$ cat config.mk
export PLATFORM = sky130hd
export DESIGN_NAME = fft_frame_ctrl
export DESIGN_NICKNAME = d
export VERILOG_FILES = /design/src/rtl/fft_frame_ctrl.sv
export SDC_FILE = /design/constraint.sdc
export NUM_CORES = 1
export LEC_CHECK = 0
export CAP_MARGIN = 20
export CORE_MARGIN = 3
export CORE_UTILIZATION = 48
export DETAILED_ROUTE_END_ITERATION = 10
export PLACE_DENSITY = 0.75
export SLEW_MARGIN = 10
export SYNTH_ARGS = -nofsm -noshare
export SYNTH_HDL_FRONTEND = slang
export SYNTH_SLANG_ARGS = --single-unit
$ cat constraint.sdc
create_clock -name clock -period 2.1 [get_ports clock]
set_input_delay 0.21 -clock clock [delete_from_list [all_inputs] [get_ports clock]]
set_output_delay 0.21 -clock clock [all_outputs]
set_load 0.02 [all_outputs]
$ cat src/rtl/fft_frame_ctrl.sv
// fft_frame_ctrl: frame sequencer for a streaming radix-4 SDF FFT (4 samples/beat, N/4 beats/frame)
// Ports:
//   clock, reset              rising-edge clock, asynchronous active-high reset
//   in_valid, in_last         source beat handshake; in_ready accepts the beat
//   fft_input_en, pad_zero    pipeline input enable and zero-pad mux select
//   fft_output_en             pipeline output enable, framed into out_sop/out_eop/frame_done
//   sink_credit_return        sink freed a frame buffer; credits counts free buffers
//   frames_in_flight, busy    launched frames not yet fully output, activity flag
//   err_*                     sticky protocol errors, cleared by err_clear (set wins)
module fft_frame_ctrl #(
  parameter int Num_of_samples = 4096,
  parameter int SINK_FRAMES = 2
) (
  input  logic       clock,
  input  logic       reset,
  input  logic       in_valid,
  input  logic       in_last,
  output logic       in_ready,
  output logic       fft_input_en,
  output logic       pad_zero,
  input  logic       fft_output_en,
  output logic       out_sop,
  output logic       out_eop,
  output logic       frame_done,
  input  logic       sink_credit_return,
  output logic [3:0] credits,
  output logic [3:0] frames_in_flight,
  output logic       busy,
  output logic       err_underrun,
  output logic       err_framing,
  output logic       err_spurious,
  output logic       err_credit,
  input  logic       err_clear
);
  localparam int BEATS = Num_of_samples / 4;
  localparam int CW = $clog2(BEATS);
  localparam logic [3:0] FULL = 4'(SINK_FRAMES);
  typedef enum logic {IDLE, RUN} state_t;
  state_t state, state_nx;
  logic [CW-1:0] in_cnt, out_cnt;
  logic last_beat, launch, ret_ok, eop_dec;
  logic underrun_c, framing_c, spurious_c, credit_c;
  always_comb begin
    last_beat = state == RUN && in_cnt == CW'(BEATS - 1);
    // relaunch at the last beat keeps the pipeline fed with no bubble
    launch = in_valid && credits != 4'd0 && (state == IDLE || last_beat);
    state_nx = launch ? RUN : last_beat ? IDLE : state;
    in_ready = state == RUN;
    fft_input_en = state == RUN;
    pad_zero = state == RUN && !in_valid;
    out_sop = fft_output_en && out_cnt == '0;
    out_eop = fft_output_en && out_cnt == CW'(BEATS - 1);
    eop_dec = out_eop && frames_in_flight != 4'd0;
    // a return with a full counter is dropped unless a launch consumes a credit this cycle
    ret_ok = sink_credit_return && (launch || credits != FULL);
    busy = state == RUN || frames_in_flight != 4'd0;
    underrun_c = state == RUN && !in_valid;
    framing_c = state == RUN && in_valid && in_last != last_beat;
    spurious_c = fft_output_en && frames_in_flight == 4'd0;
    credit_c = sink_credit_return && !launch && credits == FULL;
  end
  always_ff @(posedge clock or posedge reset)
    if (reset) state <= IDLE;
    else state <= state_nx;
  always_ff @(posedge clock or posedge reset)
    if (reset) begin
      in_cnt <= '0;
      out_cnt <= '0;
      credits <= FULL;
      frames_in_flight <= 4'd0;
      frame_done <= 1'b0;
      err_underrun <= 1'b0;
      err_framing <= 1'b0;
      err_spurious <= 1'b0;
      err_credit <= 1'b0;
    end else begin
      // BEATS is a power of two, so the counters wrap naturally at frame end
      in_cnt <= state == RUN ? in_cnt + 1'b1 : '0;
      out_cnt <= fft_output_en ? out_cnt + 1'b1 : out_cnt;
      credits <= credits + 4'(ret_ok) - 4'(launch);
      frames_in_flight <= frames_in_flight + 4'(launch) - 4'(eop_dec);
      frame_done <= out_eop;
      err_underrun <= (err_underrun && !err_clear) || underrun_c;
      err_framing <= (err_framing && !err_clear) || framing_c;
      err_spurious <= (err_spurious && !err_clear) || spurious_c;
      err_credit <= (err_credit && !err_clear) || credit_c;
    end
endmodule

Yosys cells after proc, flatten, opt, wreduce, memory -nomap -nowiden
Cells that the tools add are included.
{"block": "classes", "addsub": 6, "mul": 0, "div_mod_pow": 0, "order_cmp": 0, "eq_ne": 5, "shifts": 0, "muxes": 3, "n_bitwise": 1, "reduce_logical": 32}
{"operator": "$add 10x1->10 const B", "count": 2}
{"operator": "$eq 10x10->1 const B", "count": 2}
{"operator": "$logic_and 1x1->1", "count": 17}
{"operator": "$logic_not 10->1", "count": 1}
{"operator": "$mux 10", "count": 1}
{"operator": "$add 4x1->4", "count": 2}
{"operator": "$reduce_bool 4->1", "count": 2}
{"operator": "$sub 4x1->4", "count": 2}
{"operator": "$logic_or 1x1->1", "count": 7}
{"operator": "$eq 4x2->1 const B", "count": 1}
{"operator": "$logic_not 4->1", "count": 1}
{"operator": "$ne 4x2->1 const B", "count": 1}
{"operator": "$logic_not 1->1", "count": 3}
{"operator": "$mux 1", "count": 2}
{"operator": "$reduce_bool 2->1", "count": 1}
{"operator": "$ne 1x1->1", "count": 1}
{"operator": "$not 1->1", "count": 1}
{"block": "totals", "register_bits": 34, "latchBits": 0, "ram_bits": 0, "romBits": 0, "in_bits": 7, "output_inout_bits": 19, "mem_count": 0}

Depth between registers and ports, before layout
Gate-level depths: netlist of the first run.
{"block": "logic_depth", "word_depth": 8, "mapped_depth": 10}

Least setup slack after synthesis of the first run
Ideal clock, no wire load.
{"block": "synth_timing", "kind": "reg-to-reg", "from": "register credits[2]", "to": "register frames_in_flight[2]", "setup_ns": 0.123, "t_arrival_ns": 2.009, "required_time_ns": 1.977, "path_slack_ns": -0.031, "stages_incl_launch_ff": 10, "n_path_buf": 0, "period_less_slack_ns": 2.131, "path_cell_list": "dfrtp_1 inv_1 ha_1 nand2b_1 o21ai_0 nand3b_1 xnor2_1 ha_1 fa_1 xor2_1"}
{"block": "synth_via", "elab_chain_len": 5}
{"item": "from (decl)", "line_no": "26", "source": "output logic [3:0] credits,"}
{"item": "from (signal assigned)", "line_no": "80", "source": "credits <= credits + 4'(ret_ok) - 4'(launch);"}
{"item": "$reduce_bool 4->1", "line_no": "46", "source": "launch = in_valid && credits != 4'd0 && (state == IDLE || last_beat);"}
{"item": "$logic_and 1x1->1 (2 in a row)", "line_no": "46"}
{"item": "$add 4x1->4", "line_no": "81", "source": "frames_in_flight <= frames_in_flight + 4'(launch) - 4'(eop_dec);"}
{"item": "$sub 4x1->4", "line_no": "81"}
{"item": "to (signal assigned)", "line_no": "81"}
{"item": "to (decl)", "line_no": "27", "source": "output logic [3:0] frames_in_flight,"}
Every way passes these cells.
A chain may end at the register's enable or synchronous reset.

Final worst setup path of the first run
{"block": "layout_timing", "from": "register out_cnt[0]", "to": "register frames_in_flight[2]"}
{"block": "layout_via", "elab_chain_len": 4}
{"item": "from (decl)", "line_no": "40", "source": "logic [CW-1:0] in_cnt, out_cnt;"}
{"item": "from (signal assigned)", "line_no": "79", "source": "out_cnt <= fft_output_en ? out_cnt + 1'b1 : out_cnt;"}
{"item": "$eq 10x10->1", "line_no": "52", "source": "out_eop = fft_output_en && out_cnt == CW'(BEATS - 1);"}
{"item": "$logic_and 1x1->1", "line_no": "52"}
{"item": "$logic_and 1x1->1", "line_no": "53", "source": "eop_dec = out_eop && frames_in_flight != 4'd0;"}
{"item": "$sub 4x1->4", "line_no": "81"}
Every way passes these cells.

==> results of run 1 <==
[worst max-delay path by stage]
stage | from | endpoint | slack (ps)
finish | out_cnt[0] | frames_in_flight[2] | -10
global route | frames_in_flight[2] | frames_in_flight[2] | -110
CTS | credits[3] | credits[1] | -50
detailed placement | fft_output_en | frames_in_flight[3] | -270
global placement | fft_output_en | frames_in_flight[2] | -180
floorplan | credits[2] | credits[2] | 5
[worst reg2reg max path, cell delays in order, from the launching register on]
cell and delay, ps:
dfrtp_1 400, buf_4 160, ha_1 210, and3_4 150
and4b_4 230, xnor2_4 160, ha_4 180, fa_2 350
xor2_1 150
[final cells by class]
class | instances | area, um2 | share of cell area (%)
tap | 46 | 57.6 | 2.31
clock inverter | 1 | 5.00 | 0.201
sequential | 34 | 853 | 34.2
inverter | 14 | 56.3 | 2.26
multi-input combinational | 103 | 888 | 35.6
timing repair buffer | 69 | 578 | 23.2
clock buffer | 7 | 55.1 | 2.21
[layout by cell type, fill, tap and decap left out, drive strengths merged, types with 2 or more instances in the layout]
cell and count:
a22o 2, a21o 3, nor4 2, buf 45, o21ai 5, nor2 11, and3 3, a21oi 3
inv 13, ha 11, nand2b 2, and4 3, fa 2, nor3 2, xnor2 12, or4b 2
clkdlybuf4s50 23, nand3 5, nand4 4, dfrtp 33, nand2 13, clkbuf 8, xor2 10
[power by group]
| part | leakage [nW] | switching [mW] | internal (mW) |
|---|---|---|---|
| Combinational | 0.726 | 0.434 | 0.524 |
| Clock | 0.0353 | 0.216 | 0.162 |
| Sequential | 0.417 | 0.0737 | 0.776 |
[flip-flops by register name, summed over array words and instances, names as in the netlist]
| name | count |
|---|---|
| err_spurious | 1 |
| err_framing | 1 |
| fft_input_en | 1 |
| out_cnt | 10 |
| err_credit | 1 |
| frames_in_flight | 4 |
| err_underrun | 1 |
| credits | 4 |
| in_cnt | 10 |
| frame_done | 1 |
[stage by stage]
stage | hold slack, ps | power [mW]
2_1_floorplan | 349 | 1.25
3_5_place_dp | 480 | 1.61
3_3_place_gp | 476 | 1.57
6_report | 237 | 2.19
5_1_grt | 254 | 2.33
4_1_cts | 266 | 2.10
[timing repair]
item                                    CTS  global route
cloned                                    0             0
pin swaps                                 6            13
gates resized for setup                  19            15
endpoints found under the setup margin    9            11
setup buffers                            17             4
[cells by family (layout without fill, tap and decap cells)]
| logic type | count (synthesis) | in the layout | synth area share, % |
|---|---|---|---|
| compound gates | 14 | 14 | 5.27 |
| xor+xnor | 22 | 22 | 11.3 |
| fa+ha+maj | 13 | 13 | 10.4 |
| buf+inv | 17 | 91 | 4.39 |
| flops | 34 | 34 | 49.9 |
| mux | 1 | 1 | 0.586 |
| simple gates | 53 | 53 | 18.2 |
[metal layers]
metal	vias to the layer above	share of wire [%]	global-route usage, %
met5	-	0	0
met4	0	1.6	9.84
met3	8	3.6	4.62
met2	31	55	38.7
met1	704	40	23.7
li1	666	-	-
==> results_tabular.tex, run 1 <==
\begin{tabular}{lr}
\hline
Metric & Value \\
\hline
\multicolumn{2}{l}{\textbf{Synthesis}} \\
Biggest area consumer among synthesized cells & dfrtp\_1 \\
Number of register bits inferred by synthesis & 34 \\
Most frequent cell after synthesis & dfrtp\_1 \\
Proportion of netlist area held by the largest area contributor & 48.3\% \\
Most frequent cells after synthesis & dfrtp\_1 (33), inv\_1 (14), nand2\_1 (13) \\
Number of synthesis warnings & 0 \\
Cells taking the most area after synthesis & dfrtp\_1 (48\%), ha\_1 (8.1\%), xnor2\_1 (6.1\%) \\
Async set-reset flop share out of synthesis & 100\% \\
Sequential fraction of the synthesis area & 49.9\% \\
Number of flops mapped to enable cells by yosys & 0 \\
Mean instance size in the synthesized netlist & 11.1 um2 \\
Cells after Synth & 154 \\
Nets in the synthesized netlist & 174 \\
Main flop type after synthesis & dfrtp\_1 \\
Syn Std Cell Area & 1710 um2 \\
Count of cell types in the netlist & 36 \\
\multicolumn{2}{l}{\textbf{Layout}} \\
Count of non-filler cells in the finished layout & 274 \\
Relative area change from synthesis to final layout & 45.9\% \\
Final antenna diode count & 0 \\
Post-layout util & 73.6\% \\
Layout cells sized above 1 & 36.4\% \\
Count of fill cells added during filler insertion & 225 \\
Number of nets in the final layout & 247 \\
Final standard cell area without fillers & 2490 um2 \\
\multicolumn{2}{l}{\textbf{Floorplanning}} \\
Total die area & 4310 um2 \\
Core area & 3390 um2 \\
Std-Cell Rows & 21 \\
Initial Utilization & 50.4\% \\
Die Span X & 65.7 um \\
Chip Height & 65.7 um \\
Top-level I/O count & 26 \\
\multicolumn{2}{l}{\textbf{Worst setup path}} \\
Worst path depth & 8 \\
Worst reg2reg setup slack & -10 ps \\
Reg-to-reg startpoint & out\_cnt[0] \\
Highest fanout seen on the critical path & 4 \\
Capturing element type of the critical path & flop \\
CP max-delay cell & dfrtp\_1 \\
Crit Reg-Reg Endpoint & frames\_in\_flight[2] \\
Depth of the most critical reg-to-reg path & 8 \\
Cells along the critical path & buf\_4 -> ha\_1 -> and3\_4 -> and4b\_4 -> xnor2\_4 -> ha\_4 -> fa\_2 -> xor2\_1 \\
Worst endpoint data arrival time & 2330 ps \\
Cell family contributing the most delay on the critical path & adder cells \\
Highest cell delay on the worst timing path & 400 ps \\
Crit path required time & 2320 ps \\
Startpoint Class & flop \\
Buffer and inverter count on the worst path & 1 \\
Kind of critical path & flop to flop \\
\multicolumn{2}{l}{\textbf{GRT}} \\
Final global-route overflow total & 0 \\
Global routing usage summed across all routing layers & 21.4\% \\
Number of global-route vias before repair & 1472 \\
Wire length of the first global-routing pass & 6850 um \\
Pin count of the biggest net entering global routing & 35 \\
Antenna violations before repair & 0 \\
\multicolumn{2}{l}{\textbf{Clock tree}} \\
Inserted Clock Buffers & 5 \\
Number of levels in the clock H-tree & 2 \\
Maximum buffer depth of the clock tree & 2 \\
Clock latency of the later-clocked register in the worst-skew pair & 340 ps \\
Library cell used as clock root buffer & clkbuf\_4 \\
Clock tree from TritonCTS & yes \\
Clock Pin Slew Worst Setup and Hold Paths & 110 ps \\
Count of clock tree sinks & 34 \\
Hold buffers post-CTS & 0 \\
\multicolumn{2}{l}{\textbf{Place}} \\
Number of placed cells counting well taps & 246 \\
Setup slack after placement & -268 ps \\
Total of buffers placed on input and output ports & 25 \\
Gp weighted congestion & 0.864 \\
Detailed Place HPWL & 2640 um \\
Placed standard-cell area & 2180 um2 \\
\multicolumn{2}{l}{\textbf{Min path}} \\
Hold Crit Class & primary input to async pin \\
\multicolumn{2}{l}{\textbf{STA}} \\
Slew headroom & 71.6\% \\
Unrepaired setup endpoints after global routing & yes \\
Final hold violations & 0 \\
Smallest setup slack after layout & -10.8 ps \\
Share of the cycle needed by the critical path after routing & 101\% \\
Worst Max-Slew Pin Slew & 426 ps \\
Final Max Slew Viols & 0 \\
Min Clock Period, post-route & 2110 ps \\
Fmax & 474 MHz \\
Setup-failing EPs final & 2 \\
Setup\_tns & -16.1 ps \\
Final clock skew & 17.7 ps \\
\multicolumn{2}{l}{\textbf{Detailed routing}} \\
Final wirelength & 4150 um \\
Post-detailed-route DRC marker count & 0 \\
Drt wl/cell & 15.2 um \\
Via count & 1409 \\
Number of routed nets with antenna violations & 0 \\
Violation count after the first detailed-routing iteration & 91 \\
DR pass1 iterations & 4 \\
Average via count per standard cell & 5.14 \\
\multicolumn{2}{l}{\textbf{Pwr}} \\
Pwr/cell area & 877 nW/um2 \\
Worst voltage drop across the vdd grid & 861 uV \\
Static leakage & 1.18 nW \\
\multicolumn{2}{l}{\textbf{Status}} \\
Failing checks & negative setup slack \\
Result of the run & finished, violations left \\
\multicolumn{2}{l}{\textbf{Flow run}} \\
Max cap viols & 0 \\
\hline
\end{tabular}
Note: power is estimated with default switching activity, not from simulation.
==> inputs of run 2 (changes only) <==
Settings changed: SLEW_MARGIN 10 to default, TNS_END_PERCENT from default to 50.
==> run 2 against run 1 <==
  * Critical path type unchanged
  * Non-clock buffer count increased by 1
  * Largest cell class unchanged
  * The run still ends with negative setup slack left
  * First-iteration DRC count fell by 35%
  * Sequential cell count unchanged
==> results_tabular.tex, run 2 (same netlist as run 1, synthesis figures left out) <==
\begin{tabular}{lr}
\hline
Metric & Value \\
\hline
\multicolumn{2}{l}{\textbf{Status}} \\
Result of the run & finished, violations left \\
Failing checks & negative setup slack \\
\multicolumn{2}{l}{\textbf{Place}} \\
Detailed Place HPWL & 2650 um (+0.38\%) \\
Gp weighted congestion & 0.851 (-1.5\%) \\
Placed standard-cell area & 2200 um2 (+0.57\%) \\
Total of buffers placed on input and output ports & 25 (unchanged) \\
\multicolumn{2}{l}{\textbf{STA}} \\
Tightest hold margin & 248 ps (+10.9 ps) \\
Fmax & 454 MHz (-4.1\%) \\
Share of the cycle needed by the critical path after routing & 105\% (+4.3 points) \\
Final clock skew & 9.14 ps (-8.54 ps) \\
Setup\_tns & -313 ps (-297 ps) \\
Final hold violations & 0 (unchanged) \\
Slew headroom & 71.5\% (about the same) \\
Smallest setup slack after layout & -101 ps (-90.4 ps) \\
Worst Max-Slew Pin Slew & 427 ps (+1.05 ps) \\
Final Max Slew Viols & 0 (unchanged) \\
Min Clock Period, post-route & 2200 ps (+90.4 ps) \\
Setup-failing EPs final & 7 (+5) \\
Unrepaired setup endpoints after global routing & yes \\
\multicolumn{2}{l}{\textbf{Worst setup path}} \\
Worst endpoint data arrival time & 2470 ps (+140 ps) \\
Beginning of the critical path & credits[2] \\
Startpoint Class & flop \\
Crit Reg-Reg Endpoint & fft\_input\_en \\
Kind of critical path & flop to flop \\
Highest fanout seen on the critical path & 2 (-2) \\
Reg-to-reg startpoint & credits[2] \\
Capturing element type of the critical path & flop \\
Depth of the most critical reg-to-reg path & 16 (+8) \\
Worst reg2reg setup slack & -100 ps (-90 ps) \\
Crit path required time & 2370 ps (+50 ps) \\
\multicolumn{2}{l}{\textbf{Clock tree}} \\
Number of levels in the clock H-tree & 2 (unchanged) \\
Clock Pin Slew Worst Setup and Hold Paths & 110 ps (about the same) \\
Count of clock tree sinks & 34 (unchanged) \\
Hold buffers post-CTS & 0 (unchanged) \\
Clock tree from TritonCTS & yes \\
Maximum buffer depth of the clock tree & 2 (unchanged) \\
Inserted Clock Buffers & 5 (unchanged) \\
Library cell used as clock root buffer & clkbuf\_4 \\
Clock latency of the later-clocked register in the worst-skew pair & 350 ps (about the same) \\
\multicolumn{2}{l}{\textbf{Detailed routing}} \\
Post-detailed-route DRC marker count & 0 (unchanged) \\
Violation count after the first detailed-routing iteration & 59 (-35\%) \\
Via count & 1405 (-0.28\%) \\
Drt wl/cell & 15.1 um (-0.17\%) \\
DR pass1 iterations & 4 (unchanged) \\
Final wirelength & 4160 um (+0.19\%) \\
Number of routed nets with antenna violations & 0 (unchanged) \\
Average via count per standard cell & 5.11 (-0.65\%) \\
\multicolumn{2}{l}{\textbf{Layout}} \\
Layout cells sized above 1 & 37.1\% (+0.71 points) \\
Relative area change from synthesis to final layout & 48.2\% \\
Largest registers & in\_cnt (10), out\_cnt (10) \\
Number of nets in the final layout & 248 (+0.40\%) \\
Final standard cell area without fillers & 2530 um2 (+1.6\%) \\
Final antenna diode count & 0 (unchanged) \\
Count of fill cells added during filler insertion & 213 (-5.3\%) \\
Most common cell after layout, fill and taps aside & buf\_4 \\
Most frequent cells in the layout & buf\_4 (45), dfrtp\_1 (32), clkdlybuf4s50\_1 (22) \\
\multicolumn{2}{l}{\textbf{Flow run}} \\
Max cap viols & 0 (unchanged) \\
\multicolumn{2}{l}{\textbf{Pwr}} \\
Net Sw Frac & 30.3\% (-2.8 points) \\
Clock share of power & 25.5\% (+8.2 points) \\
Total power consumption of the routed design & 2.50 mW (+14\%) \\
Switching Power & 0.757 mW (+4.6\%) \\
Pwr/cell area & 986 nW/um2 (+13\%) \\
Part of the power in registers & 34.4\% (-4.5 points) \\
Combinational share of power & 40.1\% (-3.7 points) \\
Worst voltage drop across the vdd grid & 1030 uV (+19\%) \\
Internal power & 1.74 mW (+19\%) \\
Static leakage & 1.20 nW (+2.0\%) \\
\multicolumn{2}{l}{\textbf{Floorplanning}} \\
Top-level I/O count & 26 (unchanged) \\
Initial Utilization & 50.4\% (unchanged) \\
Die Span X & 65.7 um (unchanged) \\
Core area & 3390 um2 (unchanged) \\
Std-Cell Rows & 21 (unchanged) \\
Total die area & 4310 um2 (unchanged) \\
Chip Height & 65.7 um (unchanged) \\
\multicolumn{2}{l}{\textbf{Min path}} \\
Hold Crit Class & primary input to async pin \\
\multicolumn{2}{l}{\textbf{GRT}} \\
Global routing usage summed across all routing layers & 21.7\% (+0.31 points) \\
Pin count of the biggest net entering global routing & 35 (unchanged) \\
Final global-route overflow total & 0 (unchanged) \\
Number of global-route vias before repair & 1509 (+2.5\%) \\
Wire length of the first global-routing pass & 6980 um (+1.8\%) \\
Antenna violations before repair & 0 (unchanged) \\
\hline
\end{tabular}
==> run 2: per-layer routing <==
metal	vias to the layer above	track usage [%]	wire, um
met5	-	0	0
met3	11	3.93	107
met1	706	26.1	1740
met2	21	36.9	2220
met4	0	11.1	88
li1	667	-	-
==> run 2: critical path, cell delays in order (launching register included) <==
cell and delay [ps]:
dfrtp_2 390, inv_2 60, ha_4 160, nand2b_4 80, o21ai_4 50, buf_4 130, buf_4 120, buf_4 120
buf_4 120, buf_4 120, buf_4 120, buf_4 120, buf_4 120, buf_4 120, buf_4 120, buf_4 130
o21ai_2 60
==> run 2: metrics by stage <==
stage	utilization, %	setup WS, ps	instances
after global routing	74.7	-185	275
after floorplan	-	-10.7	154
after detailed placement	64.8	-228	248
after CTS	73.0	-51.3	273
final	74.7	-101	275
after global placement	64.8	-174	248
==> run 2: final cells by class <==
| type | instances | area [um2] | share of cell area, % |
|---|---|---|---|
| clock buffers | 6 | 51.3 | 2.03 |
| clock inverters | 2 | 60.1 | 2.37 |
| inverters | 14 | 52.6 | 2.08 |
| multi-input cells | 103 | 871 | 34.4 |
| flip-flops and latches | 34 | 853 | 33.7 |
| well taps | 46 | 57.6 | 2.27 |
| repair buffers | 70 | 587 | 23.2 |
==> run 2: worst max-delay path by stage <==
stage               cells past startpoint             endpoint  slack (ps)
floorplan                              10           credits[2]         -10
global placement                        8  frames_in_flight[2]        -170
detailed placement                      8  frames_in_flight[2]        -230
CTS                                    10           credits[1]         -50
global route                           10           credits[1]        -190
finish                                 16         fft_input_en        -100
==> run 2: repair_timing <==
item / CTS / global route
pin swaps: 4 / 14
setup buffers: 17 / 2
gates resized for setup: 23 / 12
hold endpoints to repair: 0 / 0
setup endpoints to repair: 9 / 11
cloned: 0 / 0
==> run 2: power groups by stage <==
stage	registers, mW	clock network (mW)	logic [mW]
2_1_floorplan	0.936	0	0.314
3_3_place_gp	0.848	0	0.726
3_5_place_dp	0.853	0	0.767
4_1_cts	0.848	0.646	0.938
5_1_grt	0.870	0.675	1.10
6_report	0.858	0.638	1.00
==> inputs of run 3 (changes only) <==
Settings changed: RECOVER_POWER from default to 25.
==> run 3 against run 2 <==
  * The flow still finishes with violations (negative setup slack)
  * First-iteration DRC count decreased by 25%
  * Sequential cell count unchanged
  * Critical path depth unchanged
  * Fmax shrank 0.15%
  * Wire length about the same
  * Cell count stayed put
  * Sequential power about the same
  * Power about the same
  * Register-to-register slack barely moved
  * Global-route usage is the same
  * Combinational power barely moved
  * Setup slack lost 3.3 ps
  * Critical path type unchanged
  * Largest power group unchanged
==> results_tabular.tex, run 3 (same netlist as run 1, synthesis figures left out) <==
\begin{tabular}{lr}
\hline
Metric & Value \\
\hline
\multicolumn{2}{l}{\textbf{Status}} \\
Result of the run & finished, violations left \\
Failing checks & negative setup slack \\
\multicolumn{2}{l}{\textbf{STA}} \\
Fmax & 454 MHz (-0.15\%) \\
Setup\_tns & -326 ps (-13.0 ps) \\
Unrepaired setup endpoints after global routing & yes \\
Share of the cycle needed by the critical path after routing & 105\% (+0.16 points) \\
Setup-failing EPs final & 7 (unchanged) \\
Final clock skew & 9.96 ps (+0.816 ps) \\
Tightest hold margin & 530 ps (+282 ps) \\
Min Clock Period, post-route & 2200 ps (+3.31 ps) \\
Final Max Slew Viols & 0 (unchanged) \\
Smallest setup slack after layout & -104 ps (-3.31 ps) \\
Final hold violations & 0 (unchanged) \\
Slew headroom & 44.1\% (-27 points) \\
Worst Max-Slew Pin Slew & 838 ps (+411 ps) \\
\multicolumn{2}{l}{\textbf{Layout}} \\
Largest registers & in\_cnt (10), out\_cnt (10) \\
Relative area change from synthesis to final layout & 48.0\% (about the same) \\
Final standard cell area without fillers & 2530 um2 (about the same) \\
Final antenna diode count & 0 (unchanged) \\
Most frequent cells in the layout & buf\_4 (44), dfrtp\_1 (32), clkdlybuf4s50\_1 (21) \\
Layout cells sized above 1 & 37.1\% (unchanged) \\
Most common cell after layout, fill and taps aside & buf\_4 \\
Count of non-filler cells in the finished layout & 275 (unchanged) \\
Number of nets in the final layout & 248 (unchanged) \\
Post-layout util & 74.6\% (about the same) \\
\multicolumn{2}{l}{\textbf{Floorplanning}} \\
Core area & 3390 um2 (unchanged) \\
Top-level I/O count & 26 (unchanged) \\
Die Span X & 65.7 um (unchanged) \\
Std-Cell Rows & 21 (unchanged) \\
Initial Utilization & 50.4\% (unchanged) \\
Chip Height & 65.7 um (unchanged) \\
Total die area & 4310 um2 (unchanged) \\
\multicolumn{2}{l}{\textbf{GRT}} \\
Final global-route overflow total & 0 (unchanged) \\
Global routing usage summed across all routing layers & 21.7\% (unchanged) \\
Antenna violations before repair & 0 (unchanged) \\
Wire length of the first global-routing pass & 6980 um (unchanged) \\
Number of global-route vias before repair & 1509 (unchanged) \\
Pin count of the biggest net entering global routing & 35 (unchanged) \\
\multicolumn{2}{l}{\textbf{Clock tree}} \\
Count of clock tree sinks & 34 (unchanged) \\
Library cell used as clock root buffer & clkbuf\_4 \\
Clock tree from TritonCTS & yes \\
Clock latency of the later-clocked register in the worst-skew pair & 350 ps (about the same) \\
Inserted Clock Buffers & 5 (unchanged) \\
Maximum buffer depth of the clock tree & 2 (unchanged) \\
Number of levels in the clock H-tree & 2 (unchanged) \\
Clock Pin Slew Worst Setup and Hold Paths & 110 ps (about the same) \\
\multicolumn{2}{l}{\textbf{Detailed routing}} \\
Via count & 1411 (+0.43\%) \\
Violation count after the first detailed-routing iteration & 44 (-25\%) \\
Post-detailed-route DRC marker count & 0 (unchanged) \\
Final wirelength & 4160 um (about the same) \\
Drt wl/cell & 15.1 um (about the same) \\
DR pass1 iterations & 4 (unchanged) \\
Average via count per standard cell & 5.13 (+0.43\%) \\
Number of routed nets with antenna violations & 0 (unchanged) \\
\multicolumn{2}{l}{\textbf{Place}} \\
Placed standard-cell area & 2200 um2 (unchanged) \\
Detailed Place HPWL & 2650 um (unchanged) \\
Number of placed cells counting well taps & 248 (unchanged) \\
Total of buffers placed on input and output ports & 25 (unchanged) \\
Gp weighted congestion & 0.851 (unchanged) \\
Setup slack after placement & -228 ps (unchanged) \\
\multicolumn{2}{l}{\textbf{Pwr}} \\
Static leakage & 1.20 nW (about the same) \\
Net Sw Frac & 30.3\% (+0.042 points) \\
Internal power & 1.74 mW (about the same) \\
Clock share of power & 25.6\% (about the same) \\
Worst voltage drop across the vdd grid & 1030 uV (+0.17\%) \\
Pwr/cell area & 987 nW/um2 (about the same) \\
Part of the power in registers & 34.4\% (about the same) \\
Switching Power & 0.758 mW (+0.13\%) \\
Total power consumption of the routed design & 2.50 mW (about the same) \\
Combinational share of power & 40.1\% (about the same) \\
\multicolumn{2}{l}{\textbf{Worst setup path}} \\
Worst endpoint data arrival time & 2470 ps (about the same) \\
Kind of critical path & flop to flop \\
Highest fanout seen on the critical path & 2 (unchanged) \\
Crit path required time & 2370 ps (about the same) \\
Startpoint Class & flop \\
Capturing element type of the critical path & flop \\
\multicolumn{2}{l}{\textbf{Min path}} \\
Hold Crit Class & primary input to async pin \\
\multicolumn{2}{l}{\textbf{Flow run}} \\
Max cap viols & 0 (unchanged) \\
\hline
\end{tabular}
==> run 3: power by group through the flow <==
stage                     Combinational (mW)  Clock (mW)  Sequential (mW)
after CTS                              0.938       0.646            0.848
after global placement                 0.726           0            0.848
after global routing                    1.10       0.675            0.870
after floorplan                        0.314           0            0.936
after detailed placement               0.767           0            0.853
final                                   1.00       0.639            0.858
==> run 3: final cells by class <==
class / count / area [um2]
clock buffer: 6 / 51.3
clock inverter: 2 / 60.1
fill: 214 / 860
inverter: 14 / 52.6
multi-input combinational: 103 / 871
sequential: 34 / 853
tap: 46 / 57.6
timing repair buffer: 70 / 584
==> run 3: final timing paths <==
kind | start | to | slack, ps | cells after the start
setup / recovery | credits[2] | fft_input_en | -100 | 16
hold / removal | reset | out_cnt[5] | 530 | 3
setup reg to reg | credits[2] | fft_input_en | -100 | 16
hold reg to reg | err_framing | err_framing | 530 | 1
max in group asynchronous | reset | credits[2] | 980 | 3
min in group clock | err_framing | err_framing | 530 | 1
==> run 3: critical path, stage by stage, from the launching register on <==
cell and delay, ps:
dfrtp_2 390, inv_2 60, ha_4 160, nand2b_4 80
o21ai_4 50, buf_4 130, buf_4 120, buf_4 120
buf_4 120, buf_4 120, buf_4 120, buf_4 130
buf_4 120, buf_4 120, buf_4 120, buf_4 120
o21ai_2 60
==> run 3: per-layer routing <==
layer / up-vias / track usage, % / wire, um
met2: 27 / 36.9 / 2210
met4: 0 / 11.1 / 102
met1: 707 / 26.1 / 1710
met5: - / 0 / 0
li1: 666 / - / -
met3: 11 / 3.93 / 131
==> run 3: timing repair <==
item,4_1_cts,5_1_grt
setup endpoints to repair,9,11
hold buffers,0,0
pin swaps,4,14
resized for setup,23,12
setup buffers,17,2
